## src/rtl/param_multicycle_cpu_if.sv

```systemverilog
// Variable-latency req/ack memory port between the multicycle core (master)
// and instruction/data memory or bus fabric (slave).
interface param_multicycle_cpu_if #(
    parameter int ADDR_W = 8
) ();
    logic              mem_req;
    logic              mem_we;
    logic [ADDR_W-1:0] mem_addr;
    logic [15:0]       mem_wdata;
    logic              mem_ack;
    logic [15:0]       mem_rdata;

    modport master (
        output mem_req, mem_we, mem_addr, mem_wdata,
        input  mem_ack, mem_rdata
    );

    modport slave (
        input  mem_req, mem_we, mem_addr, mem_wdata,
        output mem_ack, mem_rdata
    );
endinterface

```

## src/rtl/param_multicycle_cpu.sv

```systemverilog
// Multicycle 16-bit core: eight registers (r5=sp, r6=lr, r7=pc), ALU with NZC
// flags, and a four-state control FSM driving a variable-latency memory port.
module param_multicycle_cpu #(
    parameter int          ADDR_W    = 8,
    parameter logic [15:0] RESET_PC  = 16'h0000,
    parameter logic [7:0]  STACK_TOP = 8'hFF
) (
    input  logic                          clk_50MHz,
    input  logic                          reset_n,
    input  logic                          run,
    param_multicycle_cpu_if.master        mem,
    output logic                          done,
    output logic [2:0]                    flags,
    input  logic [2:0]                    dbg_sel,
    output logic [15:0]                   dbg_data
);
    typedef enum logic [1:0] {IDLE, FETCH, EXEC, MEM} state_t;
    typedef enum logic [2:0] {
        OP_MV, OP_MVT, OP_ADD, OP_SUB, OP_LD, OP_ST, OP_AND, OP_BR
    } op_t;

    state_t      state, state_nxt;
    logic [15:0] regs [8];
    logic [15:0] ir;
    logic        flag_c, flag_n, flag_z;

    op_t         op;
    logic [2:0]  rx, ry;
    logic [15:0] op2;
    logic [16:0] alu_full;
    logic [15:0] br_target;
    logic        br_taken;
    logic        xfer_done;
    logic        is_mem_op;

    assign op        = op_t'(ir[15:13]);
    assign rx        = ir[11:9];
    assign ry        = ir[2:0];
    assign op2       = ir[12] ? {7'b0, ir[8:0]} : regs[ry];
    assign is_mem_op = (op == OP_LD) || (op == OP_ST);
    assign xfer_done = mem.mem_req && mem.mem_ack;
    // pc has already been incremented by the time EXEC computes the target.
    assign br_target = regs[7] + {{7{ir[8]}}, ir[8:0]};
    assign flags     = {flag_c, flag_n, flag_z};
    assign dbg_data  = regs[dbg_sel];

    // Subtraction as rX + ~Op2 + 1 so bit 16 is the "no borrow" carry.
    always_comb begin
        alu_full = '0;
        case (op)
            OP_ADD:  alu_full = {1'b0, regs[rx]} + {1'b0, op2};
            OP_SUB:  alu_full = {1'b0, regs[rx]} + {1'b0, ~op2} + 17'd1;
            OP_AND:  alu_full = {1'b0, regs[rx] & op2};
            default: alu_full = '0;
        endcase
    end

    always_comb begin
        case (rx)
            3'd1:    br_taken = flag_z;
            3'd2:    br_taken = !flag_z;
            3'd3:    br_taken = !flag_c;
            3'd4:    br_taken = flag_c;
            3'd5:    br_taken = !flag_n;
            3'd6:    br_taken = flag_n;
            default: br_taken = 1'b1;
        endcase
    end

    // NOTE: sequential state uses non-blocking assignments so every register
    // samples pre-edge values regardless of statement order.
    always_ff @(posedge clk_50MHz or negedge reset_n) begin
        if (!reset_n) state <= IDLE;
        else          state <= state_nxt;
    end

    // NOTE: defaulting state_nxt before the case keeps this purely
    // combinational; a missing assignment on any path would infer a latch.
    always_comb begin
        state_nxt = state;
        case (state)
            IDLE:    if (run) state_nxt = FETCH;
            FETCH:   if (xfer_done) state_nxt = EXEC;
            EXEC:    state_nxt = is_mem_op ? MEM : (run ? FETCH : IDLE);
            MEM:     if (xfer_done) state_nxt = run ? FETCH : IDLE;
            default: state_nxt = IDLE;
        endcase
    end

    // Request qualifiers depend only on state, IR and registers, none of which
    // change while a transfer waits, so they stay stable until ack.
    always_comb begin
        mem.mem_req   = 1'b0;
        mem.mem_we    = 1'b0;
        mem.mem_addr  = regs[7][ADDR_W-1:0];
        mem.mem_wdata = regs[rx];
        done          = 1'b0;
        case (state)
            FETCH: mem.mem_req = 1'b1;
            EXEC:  done = !is_mem_op;
            MEM: begin
                mem.mem_req  = 1'b1;
                mem.mem_we   = (op == OP_ST);
                mem.mem_addr = regs[ry][ADDR_W-1:0];
                done         = mem.mem_ack;
            end
            default: ;
        endcase
    end

    always_ff @(posedge clk_50MHz or negedge reset_n) begin
        if (!reset_n) begin
            // NOTE: the register file is small and architecturally visible
            // (sp and pc have defined reset values), so it is fully reset
            // rather than treated as an uninitialised RAM.
            for (int i = 0; i < 8; i++) regs[i] <= '0;
            regs[5] <= {8'h00, STACK_TOP};
            regs[7] <= RESET_PC;
            ir      <= '0;
            flag_c  <= 1'b0;
            flag_n  <= 1'b0;
            flag_z  <= 1'b0;
        end else begin
            case (state)
                FETCH: if (xfer_done) begin
                    ir      <= mem.mem_rdata;
                    regs[7] <= regs[7] + 16'd1;
                end
                EXEC: case (op)
                    OP_MV:  regs[rx] <= op2;
                    OP_MVT: regs[rx] <= {ir[7:0], 8'h00};
                    OP_ADD, OP_SUB, OP_AND: begin
                        regs[rx] <= alu_full[15:0];
                        flag_c   <= alu_full[16];
                        flag_n   <= alu_full[15];
                        flag_z   <= (alu_full[15:0] == 16'h0000);
                    end
                    OP_BR: begin
                        if (rx == 3'd7) regs[6] <= regs[7];
                        if (br_taken)   regs[7] <= br_target;
                    end
                    default: ;
                endcase
                MEM: if (xfer_done && op == OP_LD) regs[rx] <= mem.mem_rdata;
                default: ;
            endcase
        end
    end
endmodule

```

## src/flat_wrapper.sv

```systemverilog
// flat-port wrapper written by rule: the top's interface ports become plain ports
module param_multicycle_cpu_flat 
#(
    parameter int          ADDR_W    = 8,
    parameter logic [15:0] RESET_PC  = 16'h0000,
    parameter logic [7:0]  STACK_TOP = 8'hFF
)
  (clk_50MHz, reset_n, run, done, flags, dbg_sel, dbg_data, mem_mem_req, mem_mem_we, mem_mem_addr, mem_mem_wdata, mem_mem_ack, mem_mem_rdata);
  param_multicycle_cpu_if #(.ADDR_W(ADDR_W)) mem_i ();
  input  logic clk_50MHz;
  input  logic reset_n;
  input  logic run;
  output logic done;
  output logic [2:0] flags;
  input  logic [2:0] dbg_sel;
  output logic [15:0] dbg_data;
  output wire logic [$bits(mem_i.mem_req)-1:0] mem_mem_req;
  output wire logic [$bits(mem_i.mem_we)-1:0] mem_mem_we;
  output wire logic [$bits(mem_i.mem_addr)-1:0] mem_mem_addr;
  output wire logic [$bits(mem_i.mem_wdata)-1:0] mem_mem_wdata;
  input wire logic [$bits(mem_i.mem_ack)-1:0] mem_mem_ack;
  input wire logic [$bits(mem_i.mem_rdata)-1:0] mem_mem_rdata;
  assign mem_mem_req = mem_i.mem_req;
  assign mem_mem_we = mem_i.mem_we;
  assign mem_mem_addr = mem_i.mem_addr;
  assign mem_mem_wdata = mem_i.mem_wdata;
  assign mem_i.mem_ack = mem_mem_ack;
  assign mem_i.mem_rdata = mem_mem_rdata;
  param_multicycle_cpu #(.ADDR_W(ADDR_W), .RESET_PC(RESET_PC), .STACK_TOP(STACK_TOP)) u_core (.clk_50MHz(clk_50MHz), .reset_n(reset_n), .run(run), .mem(mem_i), .done(done), .flags(flags), .dbg_sel(dbg_sel), .dbg_data(dbg_data));
endmodule
```

## config.mk

```make
export PLATFORM = sky130hd
export DESIGN_NAME = param_multicycle_cpu_flat
export DESIGN_NICKNAME = d
export VERILOG_FILES = /design/src/rtl/param_multicycle_cpu_if.sv /design/src/rtl/param_multicycle_cpu.sv /design/src/flat_wrapper.sv
export SDC_FILE = /design/constraint.sdc
export NUM_CORES = 1
export LEC_CHECK = 0
export ABC_CLOCK_PERIOD_IN_PS = 5200
export BUFFER_PORTS_ARGS = -buffer_cell sky130_fd_sc_hd__clkbuf_2
export CORE_ASPECT_RATIO = 0.9
export CORE_MARGIN = 2
export CORE_UTILIZATION = 43
export DETAILED_ROUTE_END_ITERATION = 8
export PLACE_DENSITY_LB_ADDON = 0.15
export RECOVER_POWER = 50
export SLEW_MARGIN = 20
export SYNTH_ARGS = -nofsm -noshare
export SYNTH_HDL_FRONTEND = slang
export SYNTH_SLANG_ARGS = --single-unit
```

## constraint.sdc

```tcl
create_clock -name clk_50MHz -period 5.2 [get_ports clk_50MHz]
set_input_delay 1.04 -clock clk_50MHz [delete_from_list [all_inputs] [get_ports clk_50MHz]]
set_output_delay 1.04 -clock clk_50MHz [all_outputs]
set_load 0.005 [all_outputs]
```

Word-level counts from Yosys, hierarchy flattened --
Cells that the tools add are included.
Storage, ports and cells: latch bits 0, output and inout port bits 46, RAM bits 0, ROM bits 0, input bits 23, bits in registers 149, memories 0, logic and storage cells 109
Operators by class: bitwise gates (word level) 5, muxes and demuxes 36, reduce and logical (&&, ||, !) cells 21, $mul 0, div/mod/pow operators 0, shifts and indexed selects 0, eq/ne operators 25, add/sub/neg operators 5, order comparisons 4
Operator list (count):
- $bwmux 128 | 4
- $pmux 96 s3 | 1
- $pmux 112 s2 | 1
- $mux 16 | 11
- $bmux 16 s3 | 3
- $mux 128 | 1
- $pmux 32 s4 | 1
- $pmux 17 s3 | 1
- $demux 16 s3 | 1
- $pmux 16 s3 | 1
- $add 16x16->17 | 2
- $eq 3x3->1 const B | 8
- $add 17x1->17 const B | 1
- $add 16x1->16 const B | 1
- $add 16x16->16 | 1
- $and 16x16->16 | 1
- $logic_not 16->1 | 1
- $not 16->16 | 1
- $eq 3x2->1 const B | 4
- $ge 4x4->1 const B | 3
- $not 3->4 | 3
- $mux 2 | 4
- $mux 8 | 1
- $pmux 2 s4 | 1
- other kinds (25) | 39

Longest topological paths before layout --
Gate-level depths: netlist of run 1.
word-level depth 12, mapped depth 19, mapped depth without buffers 15

Worst setup path before layout of run 1 --
OpenSTA, ideal clock, no wires.
path kind reg2reg, from register u_core.ir[9], to register u_core.flag_z, library setup time 76 ps, cell stages (with the launch flop) 18, data arrival time 4910 ps, path buffers 5, clock period less this slack 4986 ps, path slack 214 ps, cells stage by stage dfrtp_1 clkbuf_1 clkbuf_1 buf_1 mux4_2 mux2_2 ha_1 clkbuf_1 nand2b_1 a211oi_1 a21boi_0 o2111ai_1 nand2_1 a221o_1 a22o_1 clkbuf_1 or3b_1 o21ai_1
Between the ends: longest elaborated chain between the ends 8, elaborated cells between the ends (all ways) 10
RTL lines:
- start: declaration | RTL line param_multicycle_cpu.sv:24 | logic [15:0] ir;
- start signal: assignment | RTL line param_multicycle_cpu.sv:126 | ir <= mem.mem_rdata;
- $not 3->4 *
- $bmux 16 s3 *
- $mux 16 * (2 in a row)
- net mem_mem_wdata[2] | RTL line flat_wrapper.sv:20 | output wire logic [$bits(mem_i.mem_wdata)-1:0] mem_mem_wdata;
- $add 16x16->17 | RTL line param_multicycle_cpu.sv:52 | OP_SUB: alu_full = {1'b0, regs[rx]} + {1'b0, ~op2} + 17'd1;
- $add 17x1->17 | RTL line param_multicycle_cpu.sv:52
- $pmux 17 s3 * | RTL line param_multicycle_cpu.sv:50 | case (op)
- $logic_not 16->1 * | RTL line param_multicycle_cpu.sv:136 | flag_z <= (alu_full[15:0] == 16'h0000);
- end signal: assignment | RTL line param_multicycle_cpu.sv:136
- end: declaration | RTL line param_multicycle_cpu.sv:25 | logic flag_c, flag_n, flag_z;
The timed path passes the listed nets; every way through them passes the cells marked *. The select of a mux whose other input is x is not followed. A chain may end at the register's enable or synchronous reset.

Final worst setup path of run 1 --
from register u_core.ir[11], to register u_core.flag_z
Between the ends: longest elaborated chain between the ends 8, elaborated cells between the ends (all ways) 10
RTL lines (RTL line):
- $not 3->4 (not written as such) * | param_multicycle_cpu.sv:51, param_multicycle_cpu.sv:52, param_multicycle_cpu.sv:53
- $bmux 16 s3 * | param_multicycle_cpu.sv:51, param_multicycle_cpu.sv:52, param_multicycle_cpu.sv:53
- $mux 16 (not written as such) * (2 in a row) | param_multicycle_cpu.sv:51, param_multicycle_cpu.sv:52, param_multicycle_cpu.sv:53
- $add 16x16->17 | param_multicycle_cpu.sv:52
- $add 17x1->17 | param_multicycle_cpu.sv:52
- $pmux 17 s3 * | param_multicycle_cpu.sv:50
- $logic_not 16->1 * | param_multicycle_cpu.sv:136
Every way passes the cells marked *; elsewhere a longest branch is shown, timed or not. The select of a mux whose other input is x is not followed.

==> metrics, run 1 <==
status complete, but fails checks; failing checks max-capacitance violations, max-slew violations; Synth cell types 92; final WL 81000 um; TritonCTS buffer count 17; number of global-route vias before repair 17096; GRT overflow 0; Place WS 0.148 ns; Seq cells post-synth 149; via count 18256; total global-route track usage 41.2%; Reg clk slew, reported paths 0.07 ns; register area share after synthesis 23.4%; Startpoint Class flop; Root Buffer clkbuf_16; critical path arrival 5.59 ns; Area Overhead vs Synth 13.3%; post-synth top area cell dfrtp_1; Final Skew 0.0235 ns; Boundary Pins 69; crit-path max FO 12; CTS H-tree depth 4; Final Hold Viols 0; Fillers 3601; worst setup margin 0.0173 ns; relative slew slack -64.1%; routability cong. 1.08; Die Y 187 um; part of the cycle the worst path needs 99.7%; Ys Warns 0; most area-consuming cells after synthesis dfrtp_1 22%, mux4_2 13%, nand2_1 5.3%; 1st-iter DRT viols 3120; Critical Path Sink Type flop; syn_area_per_cell 8.27 um2; XOR/XNOR Fraction of Synth Area 1.42%; post-synthesis compound-gate area fraction 28.6%; CTS tree built; mux contribution to synthesized area 20.3%; ys flop type dfrtp_1; layout cells sized above 1 23.1%; DR WL/cell 32.6 um; slowest stage delay, CP 0.81 ns; Synth Area in Adders 4.08%; crit-path cells nor2b_1, a221o_2, nor2_1, ha_1, inv_1, ha_1, a221oi_2, nor3_2, o21a_1, or3_1, a32oi_1, buf_4, and2_1, nand4_1, o21ai_1; Period minus WS final 5.18 ns; Core Util, Final 49.0%; DIE WIDTH 207 um; Vias/cell 7.33; Worst-Skew Late Latency 0.49 ns; hold buffer count at CTS 0; most frequent cells in the layout 227 x nand2_1, 181 x nor2_1, 169 x a21oi_1; Synth Area in Simple Gates 17.0%; DP Wirelength 60300 um; Synth top area share 22.0%; initial core utilization 43.3%; Std-Cell Rows 67; Least-Margin Pin Slew 2.46 ns; fin nets 2066; RSZ-0062 raised after global routing no; die area 38800 um2; DRC 0; global-route wire length before repair 118000 um; largest net degree at the start of global routing 79; Setup CP Type flop to flop; final setup vio count 0; worst hold-check path type flop to flop; Post-synth EDFFs 0; CP required 5.61 ns; syn nets 2009; remaining antenna violation count after routing 0; main combinational cell family by area after synthesis compound AO/OA/AOI/OAI gates; Post-synth ARST share 100%; Core Footprint 37000 um2; Setup TNS 0 ns; Achievable Freq 193 MHz; Cell Area, Synth 16000 um2; drt pass-1 iters 7; initial antenna violation count 3; Syn Inst Count 1935; clock buffer depth 2; most common cell after layout, fill and taps aside nand2_1; CP most frequent cell ha_1; Slew Limit Fails 79; Max-cap violations 1; I/O Buffers 68; crit path max-delay cell type dfrtp_1; clk sink count 149
-- what timing repair did --
| item | CTS | global route |
|---|---|---|
| hold endpoints to repair | 0 | 0 |
| resized for setup | 0 | 5 |
| setup endpoints to repair | 0 | 14 |
| setup buffers | 0 | 1 |
-- worst paths after layout --
kind / from / to / slack [ns] / depth (start not counted)
min in group asynchronous: reset_n / u_core.regs[44] / 1.28 / 1
min: u_core.regs[33] / u_core.regs[33] / 0.50 / 2
min reg2reg: u_core.regs[33] / u_core.regs[33] / 0.50 / 2
max: u_core.ir[11] / u_core.flag_z / 0.02 / 15
max in group asynchronous: reset_n / u_core.ir[9] / 1.43 / 2
max reg2reg: u_core.ir[11] / u_core.flag_z / 0.02 / 15
-- flip-flops by register name, indices dropped and copies added, names as in the netlist --
name,cells
u_core.regs,128
u_core.ir,16
u_core.state,2
u_core.flag_c,1
u_core.flag_n,1
u_core.flag_z,1
-- per-layer routing --
| layer | vias to the layer above | global-route usage, % | routed length, um |
|---|---|---|---|
| li1 | 7507 | - | - |
| met1 | 8876 | 56.5 | 31300 |
| met2 | 1545 | 58.0 | 33200 |
| met3 | 324 | 12.4 | 11300 |
| met4 | 4 | 22.6 | 5140 |
| met5 | - | 0 | 24 |
-- layout make-up --
cell class | count | area [um2] | share of cell area [%]
diodes | 1 | 2.50 | 0.0138
clock buffers | 21 | 450 | 2.48
clock inverters | 11 | 198 | 1.09
inverters | 38 | 143 | 0.787
multi-input cells | 1569 | 11500 | 63.4
flip-flops and latches | 149 | 3740 | 20.7
well taps | 483 | 604 | 3.33
repair buffers | 217 | 1500 | 8.26
-- kinds of logic (layout without fill, tap and decap cells) --
group | count (synthesis) | in the layout
other | 0 | 1
and+or+nand+nor | 597 | 597
xor gates and xnor gates | 26 | 26
DFF | 149 | 149
adders and majority gates | 51 | 51
AOI/OAI and AO/OA | 697 | 697
muxes | 198 | 198
buffers and inverters | 217 | 287
-- critical path: cells and delay by family, from the launching register on --
kind                       cells  cell delay [ns]
and+or+nand+nor                6             1.85
AOI/OAI and AO/OA              5             1.53
DFF                            1             0.81
adders and majority gates      2             0.59
buffers and inverters          2             0.30
-- through the flow --
| step | cell area (um2) | std cells | hold WS [ns] |
|---|---|---|---|
| finish | 18100 | 2489 | 0.505 |
| global route | 18100 | 2488 | 0.551 |
| CTS | 18100 | 2487 | 0.503 |
| detailed placement | 17500 | 2455 | 0.494 |
| global placement | 17500 | 2455 | 0.485 |
| floorplan | 16000 | 1935 | 0.467 |
-- cell usage after synthesis, drive strengths merged, types with 6 or more instances --
cell type and number:
a211o 9, a211oi 15, a21o 16, a21oi 170, a221o 9, a221oi 36, a222oi 7, a22o 12
a22oi 50, a31oi 48, a32oi 12, and2 13, and3 14, buf 35, clkbuf 144, dfrtp 141
dfstp 8, ha 49, inv 37, mux2 75, mux2i 29, mux4 94, nand2 228, nand2b 23
nand3 35, nand4 6, nor2 186, nor2b 13, nor3 27, nor4 6, o211ai 19, o21a 12
o21ai 173, o21bai 9, o221ai 11, o22ai 23, o31ai 11, or2 6, or3 10, or4 9
xnor2 16, xor2 10
Power of run 1 is left out: the tool's default activity adds up to more than one toggle a clock period on the data nets, which glitch-free logic cannot reach.
==> inputs of run 2 (changes only) <==
- CELL_PAD_IN_SITES_DETAIL_PLACEMENT: unset -> 1
- CELL_PAD_IN_SITES_GLOBAL_PLACEMENT: unset -> 1
- MAX_ROUTING_LAYER: unset -> met4
==> metrics, run 2 (synthesis gave the netlist of run 1 again) <==
crit-path max FO 13 (+1); max reg flops 128 (unchanged); final WL 83600 um (+3.2%); Die Y 187 um (unchanged); Achievable Freq 200 MHz (+3.5%); worst setup margin 0.194 ns (+0.177 ns); hold_sp u_core.regs[33]; Final Hold Viols 0 (unchanged); die area 38800 um2 (unchanged); status complete, but fails checks; Worst-Skew Late Latency 0.48 ns (about the same); CTS H-tree depth 4 (unchanged); most common cell after layout, fill and taps aside nand2_1; largest net degree at the start of global routing 85 (+7.6%); worst hold-check path type flop to flop; routability cong. 1.01 (-5.9%); 1st-iter DRT viols 2485 (-20%); clk sink count 149 (unchanged); DRC 0 (unchanged); via count 18293 (+0.20%); TritonCTS buffer count 17 (unchanged); Fillers 4398 (+22%); initial core utilization 43.3% (unchanged); drt pass-1 iters 6 (-1); I/O Buffers 68 (unchanged); Largest Register u_core.regs; relative slew slack -70.0% (-5.9 points); Vias/cell 7.36 (+0.36%); most frequent cells in the layout 227 x nand2_1, 181 x nor2_1, 167 x a21oi_1; part of the cycle the worst path needs 96.3% (-3.4 points); total global-route track usage 44.0% (+2.7 points); placed instance count 2443 (-0.49%); Core Footprint 37000 um2 (unchanged); Startpoint Class flop; Slew Limit Fails 181 (+130%); r2r setup slk 0.19 ns (+0.18 ns); Setup CP Type flop to flop; final setup vio count 0 (unchanged); Least-Margin Pin Slew 2.55 ns (+0.0884 ns); Std-Cell Rows 67 (unchanged); clock buffer depth 2 (unchanged); fin nets 2057 (-0.44%); Setup TNS 0 ns (unchanged); number of global-route vias before repair 18218 (+6.6%); GRT overflow 0 (unchanged); Reg clk slew, reported paths 0.06 ns (about the same); global-route wire length before repair 123000 um (+4.2%); initial antenna violation count 4 (+1); Period minus WS final 5.01 ns (-0.177 ns); critical path arrival 5.37 ns (-0.22 ns); largest registers in the final layout u_core.regs (128), u_core.ir (16), u_core.state (2); CP required 5.56 ns (-0.05 ns); remaining antenna violation count after routing 0 (unchanged); Critical Path Sink Type flop; RSZ-0062 raised after global routing no; Final Skew 0.0139 ns (-0.00960 ns); Root Buffer clkbuf_16; hold buffer count at CTS 0 (unchanged); DP Wirelength 63000 um (+4.4%); Non-Filler Instances 2485 (-0.16%); Area Overhead vs Synth 13.4% (about the same); Hold Path Sink u_core.regs[33]; failing checks max-capacitance violations, max-slew violations; DR WL/cell 33.7 um (+3.4%); hold-critical path depth 2 (unchanged); Worst R2R Start u_core.ir[0]; Max-cap violations 4 (+3); Boundary Pins 69 (unchanged); DIE WIDTH 207 um (unchanged); CTS tree built; reg2reg end u_core.regs[74]; worst reg2reg path depth 18 (+3); layout cells sized above 1 22.9% (-0.20 points); Place WS 0.0101 ns (-0.138 ns)
[run 2: cell types whose count changed in the layout (fill, tap and decap cells not counted), sizes merged]
cell and delta:
buf -9, diode +5, bufinv +2, clkbuf -1
inv -1
[run 2: cell type report]
| type | instances | area, um2 | area share, % |
|---|---|---|---|
| antenna | 6 | 15.0 | 0.0827 |
| multi-input combinational | 1569 | 11500 | 63.4 |
| timing repair buffer | 208 | 1440 | 7.91 |
| sequential | 149 | 3750 | 20.6 |
| tap | 483 | 604 | 3.33 |
| inverter | 38 | 143 | 0.786 |
| clock buffer | 20 | 447 | 2.46 |
| clock inverter | 12 | 249 | 1.37 |
[run 2: per-layer routing]
layer | vias up | share of wire, % | global-route usage [%]
met3 | 277 | 11 | 10.2
met1 | 9289 | 39 | 57.5
met2 | 1250 | 44 | 64.2
met4 | 0 | 5.7 | 21.0
li1 | 7477 | - | -
met5 | - | 0 | -
[run 2: metrics by stage]
| stage | util, % | instance area (um2) | hold slack (ns) |
|---|---|---|---|
| after floorplan | - | 16000 | 0.467 |
| after global placement | 47.0 | 17400 | 0.491 |
| after detailed placement | 47.0 | 17400 | 0.512 |
| after CTS | 48.9 | 18100 | 0.522 |
| after global routing | 49.1 | 18100 | 0.542 |
| final | 49.1 | 18100 | 0.525 |
[run 2: timing repair]
action	CTS	global route
endpoints found under the setup margin	4	47
buffers inserted	0	4
gates resized for setup	1	7
pin swaps	0	1
[run 2: worst max-delay path by stage]
stage	from	endpoint	slack (ns)	cells after the start
2_1_floorplan	u_core.ir[9]	u_core.flag_z	0.21	17
3_3_place_gp	u_core.ir[0]	u_core.regs[88]	0.08	15
3_5_place_dp	u_core.ir[0]	u_core.regs[72]	0.01	15
4_1_cts	u_core.ir[0]	u_core.regs[40]	0.01	16
5_1_grt	u_core.ir[0]	u_core.regs[12]	0.11	18
6_report	u_core.ir[0]	u_core.regs[74]	0.19	18
[run 2: worst max-delay path: stages, from the launching register on]
cell and delay, ns:
dfrtp_4 0.43, buf_12 0.17, buf_12 0.14, mux4_2 0.48, mux2_2 0.29, mux2_2 0.36, ha_1 0.31, buf_4 0.18
nor2_1 0.25, o2111ai_1 0.26, nor4_4 0.30, buf_4 0.21, o31ai_1 0.12, a21o_1 0.21, a31oi_1 0.34, buf_4 0.32
and2_1 0.22, a211oi_1 0.10, a21o_1 0.19
Power of run 2 is left out for the same reason.
